===== src/rtl/robo_pkg.sv =====
// Shared definitions for the maze robot controller and the maze environment.
//   state_t        : controller FSM states
//   CELL_*         : map cell codes used by the environment
//   DIR_*          : robot orientation codes
//   TURN_R_PULSES  : left-turn pulses that make one net right turn
package robo_pkg;

  typedef enum logic [3:0] {
    S_IDLE,
    S_DECIDE,
    S_FWD,
    S_TURN_L,
    S_TURN_R,
    S_REMOVE,
    S_WAIT,
    S_DONE,
    S_STUCK
  } state_t;

  localparam int unsigned CELL_W = 3;
  localparam logic [CELL_W-1:0] CELL_WALL     = 3'd0;
  localparam logic [CELL_W-1:0] CELL_PATH     = 3'd1;
  localparam logic [CELL_W-1:0] CELL_BARRIER3 = 3'd2;
  localparam logic [CELL_W-1:0] CELL_BARRIER6 = 3'd3;
  localparam logic [CELL_W-1:0] CELL_BARRIER9 = 3'd4;
  localparam logic [CELL_W-1:0] CELL_BLACK    = 3'd7;

  localparam int unsigned DIR_W = 2;
  localparam logic [DIR_W-1:0] DIR_NORTH = 2'd0;
  localparam logic [DIR_W-1:0] DIR_WEST  = 2'd1;
  localparam logic [DIR_W-1:0] DIR_SOUTH = 2'd2;
  localparam logic [DIR_W-1:0] DIR_EAST  = 2'd3;

  localparam int unsigned TURN_R_PULSES = 3;
  localparam int unsigned PULSE_W       = 2;

endpackage


===== src/rtl/robo_controller_sat_counter.sv =====
// Saturating up-counter with synchronous clear.
//   clock, reset : clock and synchronous active-high reset
//   clear        : synchronous clear to zero (wins over inc)
//   inc          : increment by one unless saturated
//   count        : registered count value
//   sat_c        : combinational flag, count is all-ones
module sat_counter #(
  parameter int unsigned WIDTH = 4
) (
  input  logic             clock,
  input  logic             reset,
  input  logic             clear,
  input  logic             inc,
  output logic [WIDTH-1:0] count,
  output logic             sat_c
);

  assign sat_c = &count;

  // Holds at all-ones instead of wrapping.
  always_ff @(posedge clock) begin
    if (reset) begin
      count <= '0;
    end else if (clear) begin
      count <= '0;
    end else if (inc && !sat_c) begin
      count <= count + WIDTH'(1);
    end
  end

endmodule


===== src/rtl/robo_controller.sv =====
// Left-hand wall follower for the maze robot, with barrier demolition,
// goal detection and stuck detection. Runs on the environment's clock.
//   clock, reset     : clock and synchronous active-high reset
//   enable           : run gate, controller idles while low
//   head, left       : wall/edge ahead, wall/edge on the left
//   under, barrier   : standing on goal cell, barrier ahead
//   avancar, girar   : one-cycle move-forward / rotate-left pulses
//   remover          : held while demolishing the barrier ahead
//   done, stuck      : sticky terminal flags
//   move_count       : forward moves issued since reset (saturating)
module robo_controller
  import robo_pkg::*;
#(
  parameter int unsigned MOVE_W          = 10,
  parameter int unsigned MAX_MOVES       = 1000,
  parameter int unsigned REMOVE_TIMEOUT  = 12,
  parameter int unsigned MAX_RIGHT_TURNS = 4
) (
  input  logic              clock,
  input  logic              reset,
  input  logic              enable,
  input  logic              head,
  input  logic              left,
  input  logic              under,
  input  logic              barrier,
  output logic              avancar,
  output logic              girar,
  output logic              remover,
  output logic              done,
  output logic              stuck,
  output logic [MOVE_W-1:0] move_count
);

  localparam int unsigned RM_W = $clog2(REMOVE_TIMEOUT + 1);
  localparam int unsigned RT_W = $clog2(MAX_RIGHT_TURNS + 1);

  state_t             state;
  state_t             state_next;
  logic [PULSE_W-1:0] pulse_cnt;
  logic               turned_left;
  logic [RM_W-1:0]    rm_count;
  logic [RT_W-1:0]    rt_count;
  logic               move_sat_c;
  logic               rm_sat_c;
  logic               rt_sat_c;
  logic               pulse_last;
  logic               move_at_limit;
  logic               rm_at_limit;
  logic               rt_at_limit;
  logic               avancar_d;
  logic               girar_d;
  logic               remover_d;
  logic               done_d;
  logic               stuck_d;

  // Limits are checked against the value the counter is about to take.
  assign pulse_last    = (pulse_cnt == PULSE_W'(TURN_R_PULSES - 1));
  assign move_at_limit = move_sat_c || (move_count >= MOVE_W'(MAX_MOVES - 1));
  assign rm_at_limit   = rm_sat_c || (rm_count >= RM_W'(REMOVE_TIMEOUT - 1));
  assign rt_at_limit   = rt_sat_c || (rt_count >= RT_W'(MAX_RIGHT_TURNS - 1));

  sat_counter #(.WIDTH(MOVE_W)) u_move_cnt (
    .clock (clock),
    .reset (reset),
    .clear (1'b0),
    .inc   (state == S_FWD),
    .count (move_count),
    .sat_c (move_sat_c)
  );

  // Remove timer restarts on every decision so each barrier gets a full budget.
  sat_counter #(.WIDTH(RM_W)) u_rm_cnt (
    .clock (clock),
    .reset (reset),
    .clear (state == S_DECIDE),
    .inc   (state == S_REMOVE),
    .count (rm_count),
    .sat_c (rm_sat_c)
  );

  sat_counter #(.WIDTH(RT_W)) u_rt_cnt (
    .clock (clock),
    .reset (reset),
    .clear (state == S_FWD),
    .inc   ((state == S_TURN_R) && pulse_last),
    .count (rt_count),
    .sat_c (rt_sat_c)
  );

  // State, registered commands, turn pulse counter and turned_left flag.
  always_ff @(posedge clock) begin
    if (reset) begin
      state       <= S_IDLE;
      avancar     <= 1'b0;
      girar       <= 1'b0;
      remover     <= 1'b0;
      done        <= 1'b0;
      stuck       <= 1'b0;
      pulse_cnt   <= '0;
      turned_left <= 1'b0;
    end else begin
      state   <= state_next;
      avancar <= avancar_d;
      girar   <= girar_d;
      remover <= remover_d;
      done    <= done_d;
      stuck   <= stuck_d;

      if ((state == S_TURN_R) && !pulse_last) begin
        pulse_cnt <= pulse_cnt + PULSE_W'(1);
      end else begin
        pulse_cnt <= '0;
      end

      if (state == S_TURN_L) begin
        turned_left <= 1'b1;
      end else if ((state == S_FWD) || (state == S_TURN_R)) begin
        turned_left <= 1'b0;
      end
    end
  end

  // Next state; commands are decoded from the next state so they are
  // registered and line up with the cycle the FSM spends in that state.
  always_comb begin
    state_next = state;
    avancar_d  = 1'b0;
    girar_d    = 1'b0;
    remover_d  = 1'b0;
    done_d     = 1'b0;
    stuck_d    = 1'b0;

    case (state)
      S_IDLE: begin
        if (enable) state_next = S_DECIDE;
      end
      S_DECIDE: begin
        if (!enable)                     state_next = S_IDLE;
        else if (under)                  state_next = S_DONE;
        else if (barrier)                state_next = S_REMOVE;
        else if (turned_left && !head)   state_next = S_FWD;
        else if (!turned_left && !left)  state_next = S_TURN_L;
        else if (!head)                  state_next = S_FWD;
        else                             state_next = S_TURN_R;
      end
      S_FWD: begin
        state_next = move_at_limit ? S_STUCK : S_WAIT;
      end
      S_TURN_L: begin
        state_next = S_WAIT;
      end
      S_TURN_R: begin
        if (pulse_last) state_next = rt_at_limit ? S_STUCK : S_WAIT;
      end
      S_REMOVE: begin
        if (!barrier)         state_next = S_WAIT;
        else if (rm_at_limit) state_next = S_STUCK;
      end
      S_WAIT: begin
        // A disable takes effect here, after any multi-cycle command ends.
        state_next = enable ? S_DECIDE : S_IDLE;
      end
      S_DONE:  state_next = S_DONE;
      S_STUCK: state_next = S_STUCK;
      default: state_next = S_IDLE;
    endcase

    avancar_d = (state_next == S_FWD);
    girar_d   = (state_next == S_TURN_L) || (state_next == S_TURN_R);
    remover_d = (state_next == S_REMOVE);
    done_d    = (state_next == S_DONE);
    stuck_d   = (state_next == S_STUCK);
  end

endmodule

===== config.mk =====
export PLATFORM = sky130hd
export DESIGN_NAME = robo_controller
export DESIGN_NICKNAME = d
export VERILOG_FILES = /design/src/rtl/robo_pkg.sv /design/src/rtl/robo_controller_sat_counter.sv /design/src/rtl/robo_controller.sv
export SDC_FILE = /design/constraint.sdc
export NUM_CORES = 1
export LEC_CHECK = 0
export BUFFER_PORTS_ARGS = -buffer_cell sky130_fd_sc_hd__clkbuf_2
export CORE_UTILIZATION = 30
export DETAILED_ROUTE_END_ITERATION = 7
export GPL_ROUTABILITY_DRIVEN = 0
export GPL_TIMING_DRIVEN = 0
export PLACE_DENSITY = 0.47
export SETUP_SLACK_MARGIN = 0.15
export SKIP_CTS_REPAIR_TIMING = 1
export SLEW_MARGIN = 10
export SYNTH_ARGS = -nofsm -noshare
export SYNTH_HDL_FRONTEND = slang
export SYNTH_SLANG_ARGS = --single-unit

===== constraint.sdc =====
create_clock -name clock -period 3 [get_ports clock]
set_input_delay 0.3 -clock clock [delete_from_list [all_inputs] [get_ports clock]]
set_output_delay 0.3 -clock clock [all_outputs]
set_load 0.01 [all_outputs]

# Word-level counts from Yosys, hierarchy flattened
# Index checks and enable logic that the tools add are counted.
# classes
n_addsub	4
order_cmp	3
eq_ne	15
muxes	16
bitwise	1
reduce_logical	27
# ops
op	count
$pmux 4 s9	1
$eq 4x3->1 const B	7
$mux 4	6
$mux 3	6
$eq 4x2->1 const B	4
$add 10x1->10 const B	1
$ge 10x10->1 const B	1
$reduce_and 10->1	1
$eq 4x4->1 const B	2
$logic_and 1x1->1	7
$logic_not 1->1	7
$reduce_or 2->1	3
$logic_or 1x1->1	5
$add 4x1->4 const B	1
$eq 4x1->1 const B	1
$ge 4x4->1 const B	1
$logic_not 4->1	1
$reduce_and 4->1	1
$add 3x1->3 const B	1
$ge 3x2->1 const B	1
$mux 1	3
$reduce_and 3->1	1
$add 2x1->2 const B	1
$eq 2x2->1 const B	1
2 further kinds	2
# totals
register_bits	29
input_bits	7
output_inout_bits	15
elab_cells	77

# Logic depth before layout (Yosys ltp)
# depth
depth_word	10
ltp_mapped	7
depth_no_buf	7

# Cells and area by module
# Synthesis repeated with hierarchy kept, for this count alone.
# hier_totals
hier_cells	179
area_unflattened_um2	1644.1
# modules_own_cells
mod	instances	cells_per_inst	area_each_um2	seq_area_each_um2
robo_controller	1	86	747.0	240.2
sat_counter (u_move_cnt)	1	59	543.0	200.2
sat_counter (u_rm_cnt)	1	22	211.5	80.1
sat_counter (u_rt_cnt)	1	12	142.6	60.1

# Least setup slack after synthesis
# OpenSTA, ideal clock, no wires.
# synth_path
kind	reg-to-reg
startpoint	register u_rt_cnt.count[0]
endpoint	register girar
setup_ns	0.092
t_arrival_ns	1.789
required_time_ns	2.908
setup_slack_ns	1.119
path_stages_with_launch	8
n_path_buf	0
period_less_slack_ns	1.881
cell_sequence	dfxtp_1 ha_1 ha_1 nor4b_1 a211oi_1 o21ai_0 nand4_1 o32ai_1
# synth_via
elab_chain_len	7
word_cells_on_any_way	9
cone_classes	order compare (1); eq/ne (2); mux (3); reduce/logical (3)
# synth_rtl
item	line_no	source
start: declaration	robo_controller_sat_counter.sv:14	output logic [WIDTH-1:0] count,
start signal: assignment	robo_controller_sat_counter.sv:27	count <= count + WIDTH'(1);
$ge 3x2->1 / $reduce_and 3->1 (equally long branches)	robo_controller.sv:60, robo_controller_sat_counter.sv:18	
$logic_or 1x1->1 (*)	robo_controller.sv:60	assign rt_at_limit = rt_sat_c || (rt_count >= RT_W'(MAX_RIGHT_TURNS - 1));
$mux 4 (*) (2 in a row)	robo_controller.sv:153	if (pulse_last) state_next = rt_at_limit ? S_STUCK : S_WAIT;
$pmux 4 s9 (*)	robo_controller.sv:133	case (state)
$eq 4x2->1 / $eq 4x3->1 (equally long branches)	robo_controller.sv:169	girar_d = (state_next == S_TURN_L) || (state_next == S_TURN_R);
$logic_or 1x1->1 (*)	robo_controller.sv:169	
end signal: assignment	robo_controller.sv:104	girar <= girar_d;
end: declaration	robo_controller.sv:27	output logic girar,
# Every way passes the cells marked *; elsewhere a longest branch is shown, timed or not.
# A chain may end at the register's enable or synchronous reset.

# Worst setup path in the final report
# Ends and elaborated chain as after synthesis.

==> results by stage <==
Global route:
- For this run, global-route usage on met2 was measured as 0.2212.
- For this run the aggregate overflow at the end of global routing stands at 0.
- The overall fraction of global-route tracks in use is 0.1363.
- The maximum number of pins on one net before global-route repair is 11.
- The number of global-route vias before repair was 1,205.
- The wire length of the first global-routing pass is 5.457 mm.
- The global routing usage on met3 is 0.04167.
- The most crowded layer after global routing is met2.
- In the global route stage, met1 resource usage came out at 0.1675.
- The initial antenna violation count is 0.

Floorplanning:
- For this configuration, the core starts out at a cell density of 0.3115.
- The full die area is 5189 um^2.
- The row count is 25.
- The I/O pin total is 22.
- The die extent in x is 72.04 um.
- The die outline height is 72.04 um.
- The region available for standard cell placement spans 4723 um^2.

Logic synthesis:
- The share of synthesized flip-flops with an asynchronous set or reset is 0.
- The largest family of logic cells by synthesized area is simple AND/OR/NAND/NOR gates.
- The number of nets handed over by synthesis was 178.
- The share of the Yosys chip area taken by registers is 0.3946.
- Yosys attributes the largest share of cell area to dfxtp_1 (39%), nor2_1 (6.4%), ha_1 (5.1%).
- The multiplexer share of the synthesized area is 0.02721.
- Of the total synthesized cell area, the portion taken by XOR and XNOR cells is 0.06548.
- The yosys synthesis warning count is 0.
- The post-synth design cell area is 1471 um^2.
- Of the total synthesized cell area, the portion taken by full adders, half adders and majority gates is 0.05102.
- After technology mapping, the gate count stands at 165.
- The share of the synthesized area in the top cell type is 0.3946.
- Of the total synthesized cell area, the portion taken by AND, OR, NAND and NOR gates is 0.2934.
- The leading register cell type out of synthesis is dfxtp_1.
- The number of flip-flops and latches in the synthesized netlist is 29.
- The synthesized area divided by synthesized cell count is 8.918 um^2.
- In this run, synthesis inferred 0 flip-flops with an integrated enable.
- The cell type contributing the most total cell area after synthesis is dfxtp_1.
- The fraction of the mapped netlist area in compound gates is 0.1250.
- The unique cell type count in the Yosys netlist is 43.

Power:
- The switching share of power is 0.2564.
- The combinational group share of total power is 0.175.
- The part of the total power dissipated in the clock network is 0.414.
- The share of total power dissipated in sequential elements is 0.411.
- The design draws 1006 uW.
- The worst voltage drop across the vdd grid is 229.7 uV.
- For this design the total switching power over the nets is 258.0 uW.
- For this design the static power due to leakage is 0.0007106 uW.
- Internal power comes to 748.2 uW.
- The power per cell area is 566.4 nW/um^2.

Critical path:
- Among all stages on the critical path, the largest delay is contributed by nor4b_1.
- The startpoint of the lowest-slack register-to-register path is u_rt_cnt.count[0]$_SDFFE_PP0P_.
- The sort of element at the end of the critical path is a flip-flop.
- The capture instance of the worst register-to-register path is girar$_SDFF_PP0_.
- For this run, the slowest stage of the critical path takes 390 ps.
- At the worst endpoint, the required time is 3180 ps.
- Traced cell by cell, the critical path runs through ha_1 -> ha_1 -> nor4b_1 -> a211oi_1 -> o21ai_0 -> nand4_1 -> o32ai_1.
- For the worst setup path, the data arrival time is 2420 ps.
- Among cell families on the critical path, the largest total delay comes from compound AO/OA/AOI/OAI gates.
- The critical path launch point type is a flip-flop.
- The kind of critical path is flip-flop to flip-flop.
- Setup slack on the worst reg-to-reg path comes out at 760 ps.
- The number of cells on the worst reg-to-reg path is 7.
- The number of buffers and inverters on the critical path is 0.
- The critical-path maximum fanout is 3.
- The most numerous cell type found on the critical path is ha_1.

Routing:
- The first-pass iteration count of the detailed router is 4.
- The number of vias after detailed routing is 1,257.
- For this run, design rule violations remaining after detail routing come to 0.
- The number of vias per cell after detailed routing is 4.816.
- For this block, the initial DRC count from the detailed router was 69.
- The detail route stage leaves a number of antenna-violating nets equal to 0.
- The total wire length after detailed routing is 3.126 mm.
- The average wire length per cell after detail routing is 11.98 um.

STA:
- Between clock sinks in the finished design, the worst skew comes to 3.894 ps.
- Of the available clock period, the critical path in the final layout requires 0.7472.
- The shortest clock period the worst path allows after layout is 2242 ps.
- Adding up every negative setup slack in the final design gives 0 ps.
- Setup repair after global routing left no endpoint under its margin.
- The achievable clock frequency is 0.4461 GHz.
- The number of pins with negative max-slew slack in the final report is 0.
- Setup violations remaining at the end of the flow were counted as 0.
- The slew at the pin closest to its max-slew limit is 520.8 ps.
- Measured against its own limit, the worst slew margin works out to 0.6528.
- The hold violation total from the final report came to 0.

Clock network:
- The tree is rooted in a clkbuf_8.
- The clock edge transition at the registers on the reported setup and hold paths is 60 ps.
- The number of clock buffers added by TritonCTS is 5.
- The worst-case clock buffer depth is 2.
- The clock tree from TritonCTS is done.
- The tree built by TritonCTS fans out to 29 sinks.
- The clock latency on the worst-skew pair is 280 ps.
- The number of H-tree levels is 2.

Outcome:
- The run finished with clean final reports.

Layout:
- The library cell used most frequently in the layout, excluding fill and tap cells, is dfxtp_1.
- Of the cells placed in the final design, the portion with a size suffix greater than 1 is 0.2062.
- The number of antenna diodes is 0.
- The layout overhead on the synthesized area is 20.75%.
- The library cells used most frequently in the layout, excluding fill and tap cells, are dfxtp_1 (29), nor2_1 (25), clkbuf_2 (21), nand2_1 (9), nor3_1 (9).
- The share of the core filled with cells in the final layout is 0.3762.
- The net count of the finished layout is 206.

Hold path:
- The worst hold path terminates at state[0]$_SDFF_PP0_.
- The startpoint of the lowest-slack hold path is reset.
- The cell depth of the worst hold path is 3.
- The tightest min-delay check is of the input port to flip-flop type.

Placement:
- The count of buffers inserted at the top-level ports is 21.
- The wire-length estimate of the detail-placed layout is 2.336 mm.

Job:
- The tool flagged a number of max-cap violations equal to 0.
kinds of logic (layout without fill, tap and decap cells):
logic type      Yosys count  after routing
compound gates           27             27
xor+xnor                 11             11
fa+ha+maj                 6              6
buf+inv                  12             41
flops                    29             29
mux                       4              4
simple gates             76             76
layer usage:
layer,routed length [um],up-vias
li1,-,642
met1,1503,588
met2,1443,20
met3,107,7
met4,73,0
met5,0,-
power by group through the flow:
| stage | clock [uW] | combinational [uW] | sequential [uW] |
|---|---|---|---|
| after global routing | 447 | 198 | 416 |
| after CTS | 427 | 177 | 413 |
| after floorplan | 0 | 126 | 424 |
| after global placement | 0 | 171 | 421 |
| final | 416 | 177 | 413 |
| after detailed placement | 0 | 176 | 422 |
synthesized netlist by cell type, types with 4 or more instances:
master   count
dfxtp_1     29
nor2_1      25
nand2_1      9
nor3_1       9
xnor2_1      8
a21oi_1      7
ha_1         6
inv_1        5
o21ai_0      5
mux2i_1      4
nand3_1      4
nor4b_1      4
tightest hold or removal path: stages:
cell	delay (ps)
clkbuf_2	120
or2_2	150
inv_1	40
layout make-up:
type	instances	area [um^2]
inverter	5	18.77
buffer	7	45.04
tap	67	83.83
clock inverter	1	30.03
clock buffer	7	86.33
fill	491	2947
multi-input combinational	124	827.0
timing repair buffer	21	105.1
sequential	29	580.6
how the worst max path moves through the flow:
stage,start,endpoint,slack (ps),depth (start not counted)
final,u_rt_cnt.count[0]$_SDFFE_PP0P_,girar$_SDFF_PP0_,760,7
after global routing,u_rt_cnt.count[0]$_SDFFE_PP0P_,girar$_SDFF_PP0_,550,7
after CTS,u_rt_cnt.count[0]$_SDFFE_PP0P_,girar$_SDFF_PP0_,750,7
after detailed placement,u_rt_cnt.count[0]$_SDFFE_PP0P_,girar$_SDFF_PP0_,760,7
after global placement,u_rt_cnt.count[0]$_SDFFE_PP0P_,avancar$_SDFF_PP0_,800,7
after floorplan,u_rt_cnt.count[0]$_SDFFE_PP0P_,girar$_SDFF_PP0_,1120,7
stage by stage:
stage / instances / setup WS (ps) / hold WS (ps) / instance area [um^2]
6_report: 261 / 758.3 / 371.3 / 1777
2_1_floorplan: 165 / 1119 / 400.8 / 1471
4_1_cts: 261 / 748.8 / 364.2 / 1777
5_1_grt: 261 / 554.0 / 375.5 / 1777
3_3_place_gp: 253 / 800.0 / 407.3 / 1660
3_5_place_dp: 253 / 757.9 / 423.1 / 1660
flip-flops by register name, indices dropped and copies added (netlist names):
| signal | cells |
|---|---|
| u_rt_cnt.count | 3 |
| stuck | 1 |
| avancar | 1 |
| pulse_cnt | 2 |
| remover | 1 |
| girar | 1 |
| u_move_cnt.count | 10 |
| done | 1 |
| state | 4 |
| turned_left | 1 |
| u_rm_cnt.count | 4 |
Power figures use the tool's default switching activity.
